### src/rtl/adder_pkg.sv
// Shared constants and helpers for the pipelined segment adder.
package adder_pkg;

  localparam int DEF_WIDTH = 32;
  localparam int DEF_SEG   = 8;

  // Number of pipeline stages for a given operand and segment width.
  function automatic int nseg(input int width, input int seg);
    return width / seg;
  endfunction

  // Legal split: at least one segment, with no partial segment left over.
  function automatic bit seg_ok(input int width, input int seg);
    return (seg > 0) && (width >= seg) && ((width % seg) == 0);
  endfunction

  // The package defaults must describe a legal split.
  localparam bit DEF_OK = seg_ok(DEF_WIDTH, DEF_SEG);

  // One full-adder cell; returns {carry_out, sum}.
  function automatic logic [1:0] fa(input logic x, input logic y, input logic c);
    return {(x & y) | (c & (x ^ y)), x ^ y ^ c};
  endfunction

endpackage

### src/rtl/adder_seg_stage.sv
// One pipeline stage: SEG-bit ripple add, with sum, carry, overflow and valid registered.
module adder_seg_stage
  import adder_pkg::*;
#(
  parameter int SEG = 8
) (
  input  logic           clk,
  input  logic           rst,
  input  logic           en,
  input  logic [SEG-1:0] a_seg,
  input  logic [SEG-1:0] b_seg,
  input  logic           ci,
  input  logic           vi,
  output logic [SEG-1:0] s_q,
  output logic           co_q,
  output logic           ovf_q,
  output logic           vo_q
);

  logic [SEG-1:0] s;
  logic           cc;
  logic           cmsb;

  // Ripple chain of full-adder cells; cmsb is the carry into the segment's top bit.
  always_comb begin
    s    = '0;
    cc   = ci;
    cmsb = 1'b0;
    for (int i = 0; i < SEG; i++) begin
      if (i == SEG - 1) cmsb = cc;
      {cc, s[i]} = fa(a_seg[i], b_seg[i], cc);
    end
  end

  // Stage register; holds everything while the pipe is stalled.
  always_ff @(posedge clk or posedge rst) begin
    if (rst) begin
      s_q   <= '0;
      co_q  <= 1'b0;
      ovf_q <= 1'b0;
      vo_q  <= 1'b0;
    end else if (en) begin
      s_q   <= s;
      co_q  <= cc;
      ovf_q <= cmsb ^ cc;
      vo_q  <= vi;
    end
  end

endmodule

### src/rtl/pipelined_segment_adder.sv
// Pipelined add/subtract: one SEG-bit segment per stage, carry registered between stages.
module pipelined_segment_adder
  import adder_pkg::*;
#(
  parameter int WIDTH = DEF_WIDTH,
  parameter int SEG   = DEF_SEG
) (
  input  logic             clk,
  input  logic             rst,
  input  logic             in_valid,
  output logic             in_ready,
  input  logic [WIDTH-1:0] a,
  input  logic [WIDTH-1:0] b,
  input  logic             cin,
  input  logic             sub,
  output logic             out_valid,
  input  logic             out_ready,
  output logic [WIDTH-1:0] sum,
  output logic             cout,
  output logic             ovf
);

  localparam int NSEG = nseg(WIDTH, SEG);

  if (!seg_ok(WIDTH, SEG)) begin : g_bad_split
    $error("pipelined_segment_adder: WIDTH must be a non-zero multiple of SEG");
  end

  logic                             adv;
  logic [NSEG:0]                    vld_pipe;
  logic [NSEG:0]                    cy;
  logic [NSEG-1:0]                  ovf_q;
  logic [NSEG-1:0][SEG-1:0]         seg_q;
  // Skewed operands: level k holds the beat that stage k resolves next.
  logic [NSEG-1:0][WIDTH-1:0]       a_l;
  logic [NSEG-1:0][WIDTH-1:0]       bp_l;
  // Deskewed sum: level k holds the k lowest resolved segments, zeros above.
  logic [NSEG:0][WIDTH-1:0]         s_l;
  logic [NSEG:1][WIDTH-1:0]         s_r;
  logic                             unused_bits;

  // Whole pipe moves together whenever the output slot is empty or draining.
  assign adv      = ~vld_pipe[NSEG] | out_ready;
  assign in_ready = adv;

  assign vld_pipe[0] = in_valid;
  assign cy[0]       = sub | cin;
  assign a_l[0]      = a;
  assign bp_l[0]     = sub ? ~b : b;
  assign s_l[0]      = '0;

  for (genvar k = 0; k < NSEG; k++) begin : g_stg
    adder_seg_stage #(.SEG(SEG)) u_stg (
      .clk   (clk),
      .rst   (rst),
      .en    (adv),
      .a_seg (a_l[k][k*SEG +: SEG]),
      .b_seg (bp_l[k][k*SEG +: SEG]),
      .ci    (cy[k]),
      .vi    (vld_pipe[k]),
      .s_q   (seg_q[k]),
      .co_q  (cy[k+1]),
      .ovf_q (ovf_q[k]),
      .vo_q  (vld_pipe[k+1])
    );

    // Already-resolved low sum bits ride alongside the beat.
    always_ff @(posedge clk or posedge rst) begin
      if (rst)      s_r[k+1] <= '0;
      else if (adv) s_r[k+1] <= s_l[k];
    end

    assign s_l[k+1] = s_r[k+1] | (WIDTH'(seg_q[k]) << (k*SEG));

    if (k < NSEG - 1) begin : g_fwd
      // Unresolved upper operand bits move to the next stage.
      always_ff @(posedge clk or posedge rst) begin
        if (rst) begin
          a_l[k+1]  <= '0;
          bp_l[k+1] <= '0;
        end else if (adv) begin
          a_l[k+1]  <= a_l[k];
          bp_l[k+1] <= bp_l[k];
        end
      end
    end
  end

  assign out_valid = vld_pipe[NSEG];
  assign sum       = s_l[NSEG];
  assign cout      = cy[NSEG];
  assign ovf       = ovf_q[NSEG-1];

  // Low operand bits of the last level and per-stage overflow below the top are dead.
  assign unused_bits = ^{a_l[NSEG-1], bp_l[NSEG-1], ovf_q};

endmodule

### config.mk
export PLATFORM = sky130hd
export DESIGN_NAME = pipelined_segment_adder
export DESIGN_NICKNAME = d
export VERILOG_FILES = /design/src/rtl/adder_pkg.sv /design/src/rtl/adder_seg_stage.sv /design/src/rtl/pipelined_segment_adder.sv
export SDC_FILE = /design/constraint.sdc
export NUM_CORES = 1
export LEC_CHECK = 0
export CAP_MARGIN = 10
export CORE_MARGIN = 3
export CORE_UTILIZATION = 35
export CTS_CLUSTER_SIZE = 40
export DETAILED_ROUTE_END_ITERATION = 8
export SETUP_SLACK_MARGIN = 0.2
export SLEW_MARGIN = 30
export SYNTH_ARGS = -nofsm -noshare
export SYNTH_HDL_FRONTEND = slang
export SYNTH_HIERARCHICAL = 1
export SYNTH_SLANG_ARGS = --single-unit
### constraint.sdc
create_clock -name clk -period 8.3 [get_ports clk]
set_input_delay 2.075 -clock clk [delete_from_list [all_inputs] [get_ports clk]]
set_output_delay 2.075 -clock clk [all_outputs]
set_load 0.05 [all_outputs]
# --- Word level (Yosys, flattened, before mapping) ---
# Index checks and enable logic that the tools add are counted.
totals:
  register_bits: 305
  output_inout_bits: 36
  wordCells: 191
op_classes:
  n_mux: 1
  n_bitwise: 168
op_table:
  columns: ["cell", "n"]
  rows:
  - ["$xor A1 B1 Y1", 65]
  - ["$and A1 B1 Y1", 64]
  - ["$or A1 B1 Y1", 34]
  - ["$mux W32", 1]
  - ["$not A32 Y32", 1]
  - ["$or A32 B24 Y32", 1]
  - ["$or A32 B32 Y32", 1]
  - ["$or A8 B16 Y16", 1]
  - ["$not A1 Y1", 1]

# --- Longest topological paths before layout ---
# Gate-level depths: netlist (run 1).
depth:
  word_depth: 19
  mapped_depth: 15
  depth_no_buf: 13

# --- Cells and area by module ---
# Netlist (run 1), hierarchy kept.
by_module_without_submodules:
  columns: ["mod", "n_inst", "cells_each", "area_per_inst_um2", "seq_area_each_um2"]
  rows:
  - ["pipelined_segment_adder", 1, 367, 6042.0, 3603.5]
  - ["adder_seg_stage", 4, 43, 634.4, 275.3]

# --- Worst setup path after synthesis (run 1) ---
# Ideal clock, no wire load.
synth_path:
  path_kind: "input to register"
  from: "input sub"
  to: "register, netlist name g_stg[0].u_stg/ovf_q"
  setup_ns: 0.125
  t_arrival_ns: 5.809
  required_ns: 8.175
  setup_slack_ns: 2.366
  cell_stages: 16
  n_path_buf: 2
  path_cell_list: "buf_2 > buf_2 > or2_2 > inv_1 > fa_1 > inv_1 > fa_1 > fa_1 > fa_1 > fa_1 > fa_1 > fa_1 > inv_1 > fa_1 > xnor2_1 > mux2_2"
synth_lines:
  columns: ["element", "line", "rtl"]
  rows:
  - ["from (decl)", "pipelined_segment_adder.sv:15", "input logic sub,"]

# --- Worst setup path in the final report (run 1) ---
layout_path:
  from: "input cin"
  to: "register g_stg[0].u_stg.s_q[7]"
layout_via:
  elab_chain_cells: 16
layout_rtl:
  columns: ["element", "line", "rtl"]
  rows:
  - ["from (decl)", "pipelined_segment_adder.sv:14", "input logic cin,"]
  - ["$or A1 B1 Y1", "pipelined_segment_adder.sv:47", "assign cy[0] = sub | cin;"]
  - ["net cy[0]", "pipelined_segment_adder.sv:31", "logic [NSEG:0] cy;"]
  - ["$and A1 B1 Y1", "adder_pkg.sv:22", "return {(x & y) | (c & (x ^ y)), x ^ y ^ c};"]
  - ["$or A1 B1 Y1", "adder_pkg.sv:22", null]
  - ["$and A1 B1 Y1", "adder_pkg.sv:22", null]
  - ["$or A1 B1 Y1", "adder_pkg.sv:22", null]
  - ["$and A1 B1 Y1", "adder_pkg.sv:22", null]
  - ["$or A1 B1 Y1", "adder_pkg.sv:22", null]
  - ["$and A1 B1 Y1", "adder_pkg.sv:22", null]
  - ["$or A1 B1 Y1", "adder_pkg.sv:22", null]
  - ["$and A1 B1 Y1", "adder_pkg.sv:22", null]
  - ["$or A1 B1 Y1", "adder_pkg.sv:22", null]
  - ["$and A1 B1 Y1", "adder_pkg.sv:22", null]
  - ["$or A1 B1 Y1", "adder_pkg.sv:22", null]
  - ["$and A1 B1 Y1", "adder_pkg.sv:22", null]
  - ["$or A1 B1 Y1", "adder_pkg.sv:22", null]
  - ["$xor A1 B1 Y1", "adder_pkg.sv:22", null]
  - ["to (signal assigned)", "adder_seg_stage.sv:43", "s_q <= s;"]
  - ["to (decl)", "adder_seg_stage.sv:14", "output logic [SEG-1:0] s_q,"]
# The timed path passes the listed nets, and every way through them passes these cells.
# A chain may end at the register's enable or synchronous reset.

==> results of run 1 <==
==> routing by layer <==
metal / wire [um] / share of wire / track usage / vias to the layer above
met5: 0 / 0 / 0 / -
met2: 7680 / 0.50 / 0.203 / 77
met4: 123 / 0.0080 / 0.0356 / 0
li1: - / - / - / 1891
met1: 6960 / 0.45 / 0.170 / 2148
met3: 642 / 0.042 / 0.0326 / 9
==> sequential cells by signal, summed over array words and instances (netlist names) <==
name and count:
g_stg.u_stg/s_q 32, bp_l 48, g_stg.u_stg/vo_q 4, a_l 48
s_r 48, g_stg.u_stg/ovf_q 1, g_stg.u_stg/co_q 4
==> worst max-delay path, stage by stage <==
cell	delay [ps]
clkdlybuf4s50_1	400
or2_2	280
inv_1	70
fa_1	150
inv_1	50
fa_1	390
fa_1	410
fa_1	400
fa_1	450
fa_1	430
fa_1	380
inv_1	80
fa_1	400
mux2i_1	140
==> metrics by stage <==
step	instance area, um2	hold WS [ps]	utilization
after global placement	9560	484	0.405
after floorplan	8440	475	-
final	10100	503	0.429
after detailed placement	9560	489	0.405
after global routing	10100	516	0.429
after CTS	10100	507	0.428
==> worst min path at each step <==
stage,end,slack [ps],cells after the start,startpoint
global placement,bp_l[94],480,1,bp_l[62]
CTS,a_l[125],510,1,a_l[93]
floorplan,a_l[63],470,1,a_l[63]
global route,bp_l[81],520,1,bp_l[49]
detailed placement,a_l[125],490,1,a_l[93]
finish,s_r[118],500,1,g_stg[2].u_stg/s_q[6]
==> where the power goes <==
| part | internal (mW) | switching (mW) | leakage, nW |
|---|---|---|---|
| Sequential | 1.31 | 0.240 | 2.15 |
| Combinational | 0.891 | 0.780 | 2.19 |
| Clock | 0.404 | 0.350 | 0.258 |
==> area by class of cell <==
cell class	instances	area, um2
Timing Repair Buffer	111	1120
Inverter	41	159
Sequential cell	185	4630
Multi-Input combinational cell	256	3290
Clock inverter	10	86.3
Tap cell	319	399
Clock buffer	21	460
Fill cell	2182	13500
==> reports/qor.csv, run 1 <==
metric;value;unit
status;complete, no violations;
clk_latency;420;ps
routed_wl;15.4;mm
setup.worst_path.end;g_stg[0].u_stg/s_q[7];
worst_slew_pin_slew;817;ps
max_freq;173;MHz
finalPower;3.97;mW
gp_congestion;0.740;
start_kind;input port;
avgSynthCellArea;15.9;um2
holdBufCountCts;0;
crit_arrival;6100;ps
dieArea;26000;um2
final_common_cell;dfrtp_1;
fp.dieW;161;um
clk_pin_slew;60;ps
slew_violations;0;
worst_hold_path_type;reg2reg;
cts_tree;built;
period_needed;5770;ps
ys_warn_count;6;
period_share;0.695;
end_kind;flip-flop;
numPortBuffers;105;
nets;714;
finalNonFillerCells;943;
regToRegSetupSlack;4430;ps
grt_use_total;0.126;
reg2regPathDepth;12;
grt_max_degree;76;
grt_overflow;0;
p_per_area;392;nW/um2
drc_errors;0;
core_region_area;23600;um2
first_global_vias;4733;
tns;0;ps
dp_slack;2090;ps
viasPerCell;4.37;
antenna_found_initial;0;
final_cell_mix;dfrtp_1, clkdlybuf4s50_1, mux2_2;
numCtsBuffers;17;
setup_viol;0;
reg2reg_from;g_stg[0].u_stg/co_q;
die_h;161;um
startpoint;cin;
synth_nets;632;
worstPathMaxFanout;1;
dp_hpwl;10.6;mm
grt_pass1_wl;25.8;mm
rsz0062_at_grt;false;
wl_per_cell;16.3;um
cts.sinks;185;
setup_ws;2530;ps
h-tree-depth;4;
p_leak;4.60;nW
drive_above_1_share;0.340;
cts-resized-gates;0;
cts_setup_buffers;0;
placed_cells;911;
syn-cell-area;8440;um2
required;8640;ps
max_slew_margin;0.455;
diodes;0;
drt_iter0_drc;90;
hold_viol;0;
start_util;0.358;
synthCells;530;
crit_type;in2reg;
num_io_pins;106;
area.growth.synth_to_final;20.1;%
dr.pass1.iters;4;
clock_path_buffers;2;
skew;14.4;ps
fp-row-count;56;
peakVddDrop;0.000197;V
ant_nets;0;
dr_total_vias;4125;
cap_viol_max_count;0;
rr_endpoint;g_stg[1].u_stg/s_q[7];
cts-root-buf;clkbuf_16;
No activity file was read; power rests on OpenSTA's default activity.
==> run 2: changes to the inputs <==
==> constraint.sdc (replaced) <==
create_clock -name clk -period 4.6 [get_ports clk]
set_input_delay 1.15 -clock clk [delete_from_list [all_inputs] [get_ports clk]]
set_output_delay 1.15 -clock clk [all_outputs]
set_load 0.05 [all_outputs]
==> reports/qor.csv, run 2 (synthesized netlist as in run 1, its figures left out) <==
metric;value;unit;change
numPortBuffers;105;;unchanged
clock_path_buffers;2;;unchanged
fp-row-count;56;;unchanged
drt_iter0_drc;155;;+72%
viasPerCell;4.40;;+0.65%
start_util;0.358;;unchanged
grt_max_degree;114;;+50%
area.growth.synth_to_final;21.2;%;
cts.sinks;185;;unchanged
max_freq;225;MHz;
min_path_cells;1;;unchanged
nets;716;;+0.28%
peakVddDrop;0.000490;V;+150%
p_leak;4.64;nW;+0.80%
worst_hold_path_type;reg2reg;;
period_share;0.968;;
dr_total_vias;4165;;+0.97%
hold_viol;0;;unchanged
dr.pass1.iters;4;;unchanged
wl_per_cell;15.9;um;-3.0%
dieArea;26000;um2;unchanged
grt_pass1_wl;25.2;mm;-2.0%
status;complete, no violations;;
dp_slack;-297;ps;-2390 ps
fp.dieW;161;um;unchanged
period_needed;4450;ps;
skew;16.8;ps;+2.39 ps
clk_pin_slew;70;ps;about the same
crit_type;in2reg;;
gp_congestion;0.754;;+1.8%
cts_setup_buffers;0;;unchanged
cts-root-buf;clkbuf_16;;
slew_violations;0;;unchanged
cap_viol_max_count;0;;unchanged
cts-resized-gates;0;;unchanged
core_region_area;23600;um2;unchanged
reg2regPathDepth;12;;unchanged
numCtsBuffers;17;;unchanged
first_global_vias;4682;;-1.1%
setup_viol;0;;unchanged
diodes;0;;unchanged
antenna_found_initial;0;;unchanged
p_per_area;707;nW/um2;+80%
worstPathMaxFanout;1;;unchanged
drc_errors;0;;unchanged
final_util;0.434;;+0.00413
clk_latency;430;ps;about the same
drive_above_1_share;0.357;;+0.0175
setup_ws;149;ps;-2380 ps
max_slew_margin;0.531;;+0.0761
die_h;161;um;unchanged
start_kind;input port;;
end_kind;flip-flop;;
h-tree-depth;4;;unchanged
grt_use_total;0.123;;-0.00323
final_common_cell;dfrtp_1;;
num_io_pins;106;;unchanged
required;4950;ps;-3690 ps
cts_tree;built;;
ant_nets;0;;unchanged
grt_overflow;0;;unchanged
rsz0062_at_grt;true;;
final_cell_mix;dfrtp_1, clkdlybuf4s50_1, mux2_2;;
routed_wl;15.0;mm;-2.7%
crit_arrival;4800;ps;-1300 ps
dp_hpwl;10.5;mm;-0.45%
worst_slew_pin_slew;703;ps;-114 ps
reg_top3;a_l (48), bp_l (48), s_r (48);;
timing.hold.ws;503;ps;-0.665 ps
==> run 2: cell types whose count changed in the layout (fill, tap and decap cells not counted), moves of 3 or more <==
cell and delta:
buf_12 +5, fa_2 +5, clkinv_8 +3, clkinv_4 -3
fa_1 -5, inv_8 +3
==> run 2: per-layer routing <==
metal  vias up  global-route usage  wire length (um)
met5         -                   0                 0
met4         0              0.0317               138
met3         8              0.0328               628
met2        77               0.201              7510
met1      2173               0.164              6720
li1       1907                   -                 -
==> run 2: path summary, 6_finish.rpt <==
kind | from | end | slack, ps
setup / recovery | cin | g_stg[0].u_stg/s_q[7] | 150
hold / removal | bp_l[50] | bp_l[82] | 500
setup reg to reg | g_stg[0].u_stg/co_q | g_stg[1].u_stg/s_q[7] | 740
hold reg to reg | bp_l[50] | bp_l[82] | 500
max in group asynchronous | rst | bp_l[121] | 2680
min in group asynchronous | rst | s_r[39] | 1280
==> run 2: repair_timing <==
action / 4_1_cts / 5_1_grt
cloned: 0 / 0
setup endpoints to repair: 1 / 1
endpoints found under the hold margin: 0 / 0
hold buffers: 0 / 0
==> run 2: cell type report <==
| cell class | instances | area, um2 |
|---|---|---|
| clock inverters | 15 | 158 |
| inverters | 41 | 158 |
| fillers | 2156 | 13400 |
| multi-input cells | 256 | 3300 |
| clock buffers | 17 | 425 |
| flip-flops and latches | 185 | 4630 |
| repair buffers | 113 | 1170 |
| well taps | 319 | 399 |
==> run 2: metrics by stage <==
step | TNS (ps) | power, mW | cell area (um2) | cells
floorplan | 0 | 5.24 | 8480 | 530
global placement | -211 | 5.80 | 9630 | 913
detailed placement | -431 | 5.91 | 9630 | 913
CTS | 0 | 7.38 | 10200 | 945
global route | 0 | 7.75 | 10200 | 946
finish | 0 | 7.24 | 10200 | 946
==> run 2: report_power, final <==
group          leakage, nW  switching [mW]  internal (mW)
registers             2.15           0.426           2.36
clock network        0.281           0.696          0.727
logic                 2.21            1.41           1.62
==> run 2: worst max-delay path, cell delays in order <==
cell and delay [ps]:
clkdlybuf4s50_1 410, or2_4 230, inv_2 50, fa_1 150
inv_1 50, fa_2 340, fa_2 350, fa_2 350
fa_2 380, fa_2 360, fa_1 360, inv_1 80
fa_1 410, mux2i_1 130
==> run 3: changes to the inputs <==
--- a/config.mk
+++ b/config.mk
@@ -5,11 +5,14 @@
 export SDC_FILE = /design/constraint.sdc
 export NUM_CORES = 1
 export LEC_CHECK = 0
+export ABC_CLOCK_PERIOD_IN_PS = 4600
 export CAP_MARGIN = 10
 export CORE_MARGIN = 3
 export CORE_UTILIZATION = 35
+export CTS_BUF_LIST = sky130_fd_sc_hd__clkbuf_8
 export CTS_CLUSTER_SIZE = 40
 export DETAILED_ROUTE_END_ITERATION = 8
+export GPL_ROUTABILITY_DRIVEN = 0
 export SETUP_SLACK_MARGIN = 0.2
 export SLEW_MARGIN = 30
 export SYNTH_ARGS = -nofsm -noshare
==> reports/qor.csv, run 3 (synthesized netlist as in run 1, its figures left out) <==
metric;value;unit;change
status;complete, no violations;;
regArea;4630;um2;unchanged
grt_use_total;0.122;;-0.000701
cts_tree;built;;
grt_max_degree;114;;unchanged
cpMaxStageDelayCell;clkdlybuf4s50_1;;
cts-root-buf;clkbuf_8;;
peakVddDrop;0.000488;V;-0.37%
reg_top3;a_l (48), bp_l (48), s_r (48);;
num_io_pins;106;;unchanged
period_share;0.960;;-0.00718
dr_total_vias;4143;;-0.53%
grt_overflow;0;;unchanged
path_buf_inv;4;;unchanged
final_cell_mix;dfrtp_1, clkdlybuf4s50_1, mux2_2;;
final_common_cell;dfrtp_1;;
h-tree-depth;4;;unchanged
ant_nets;0;;unchanged
fp-row-count;56;;unchanged
cp_common_cell;fa_2;;
final_util;0.425;;-0.00811
rsz0062_at_grt;true;;
max_freq;226;MHz;+0.75%
viasPerCell;4.38;;-0.53%
start_kind;input port;;
crit_type;in2reg;;
timing.hold.ws;510;ps;+7.12 ps
drt_iter0_drc;169;;+9.0%
area.growth.synth_to_final;19.0;%;
cts.sinks;185;;unchanged
cts-resized-gates;0;;unchanged
stdcell_area;10000;um2;-1.9%
pwr-share-comb;0.441;;+0.022
die_h;161;um;unchanged
grt_pass1_wl;25.1;mm;-0.41%
max_slew_margin;0.523;;-0.00782
drc_errors;0;;unchanged
dp_hpwl;10.5;mm;unchanged
routed_wl;15.0;mm;-0.12%
clock_path_buffers;2;;unchanged
dieArea;26000;um2;unchanged
p_per_area;684;nW/um2;-3.3%
wl_per_cell;15.8;um;-0.12%
multi_input_area;3300;um2;unchanged
setup_viol;0;;unchanged
numPortBuffers;105;;unchanged
nets;716;;unchanged
worst_hold_path_type;reg2reg;;
crit_arrival;4790;ps;about the same
skew;17.3;ps;+0.465 ps
fill_cells;2182;;+1.2%
intPower;4.38;mW;-6.9%
period_needed;4420;ps;-33.0 ps
fp.dieW;161;um;unchanged
power.share.sequential;0.405;;+0.020
sw_frac_of_total;0.362;;+0.0123
finalNonFillerCells;946;;unchanged
worstPathMaxFanout;1;;unchanged
end_kind;flip-flop;;
core_region_area;23600;um2;unchanged
placed_cells;913;;unchanged
diodes;0;;unchanged
drive_above_1_share;0.357;;unchanged
numCtsBuffers;17;;unchanged
start_util;0.358;;unchanged
crit_chain;clkdlybuf4s50_1, or2_4, inv_2, fa_1, inv_1, fa_2, fa_2, fa_2, fa_2, fa_2, fa_1, inv_1, fa_1, mux2i_1;;
slew_violations;0;;unchanged
cp_top_family;adder cells;;
tns;0;ps;unchanged
antenna_found_initial;0;;unchanged
first_global_vias;4676;;-0.13%
p_clk_frac;0.154;;-0.043
worst_slew_pin_slew;715;ps;+11.7 ps
placed_area;9630;um2;unchanged
hold_viol;0;;unchanged
clk_pin_slew;100;ps;+30 ps
required;4980;ps;+30 ps
cap_viol_max_count;0;;unchanged
clk_latency;460;ps;+30 ps
p_sw;2.49;mW;-1.7%
p_leak;4.55;nW;-1.9%
crit_path_max_incr_delay;410;ps;about the same
dr.pass1.iters;4;;unchanged
[run 3: changes by cell type in the layout (fill, tap and decap cells not counted)]
cell,previous run,this run
clkbuf_16,17,0
clkbuf_8,0,17
[run 3: final timing paths]
| check | cells after the start | from | slack, ps | end |
|---|---|---|---|---|
| worst min-delay path | 1 | bp_l[55] | 510 | bp_l[55] |
| worst min register to register | 1 | bp_l[55] | 510 | bp_l[55] |
| max in group asynchronous | 3 | rst | 2710 | bp_l[89] |
| worst max register to register | 12 | g_stg[0].u_stg/co_q | 740 | g_stg[1].u_stg/s_q[7] |
| min in group asynchronous | 2 | rst | 1230 | g_stg[0].u_stg/s_q[2] |
| worst max-delay path | 14 | cin | 180 | g_stg[0].u_stg/s_q[7] |
[run 3: repair_timing]
action / CTS / global route
hold buffers: 0 / 0
buffers inserted: 0 / 0
endpoints found under the setup margin: 0 / 1
[run 3: per-stage QoR]
step                      setup slack (ps)  total power, mW
after floorplan                       1.22             5.24
after global routing                   117             7.37
after detailed placement              -297             5.91
final                                  182             6.87
after global placement                -211             5.80
after CTS                              203             7.01
[run 3: layout make-up]
class	instances	area share
flip-flops and latches	185	0.461
inverters	41	0.0157
repair buffers	113	0.116
well taps	319	0.0397
clock buffers	17	0.0233
multi-input cells	256	0.329
clock inverters	15	0.0157
[run 3: layer usage]
layer,up-vias,track usage,routed length (um)
met3,5,0.0351,595
met1,2167,0.164,6840
li1,1899,-,-
met5,-,0,0
met4,0,0.0282,99
met2,72,0.199,7440
[run 3: power groups by stage]
| stage | clock network, mW | registers, mW | logic (mW) |
|---|---|---|---|
| CTS | 1.12 | 2.80 | 3.09 |
| global route | 1.19 | 2.89 | 3.29 |
| detailed placement | 0 | 2.83 | 3.07 |
| floorplan | 0 | 2.86 | 2.39 |
| finish | 1.06 | 2.78 | 3.03 |
| global placement | 0 | 2.81 | 2.99 |
[run 3: worst reg2reg max path, stage by stage (launching register included)]
cell and delay [ps]:
dfrtp_1 390, inv_1 120, fa_1 180, inv_1 50, fa_1 410, fa_1 400
fa_1 390, fa_1 420, fa_1 420, fa_1 380, inv_1 80, fa_1 410
mux2i_1 140
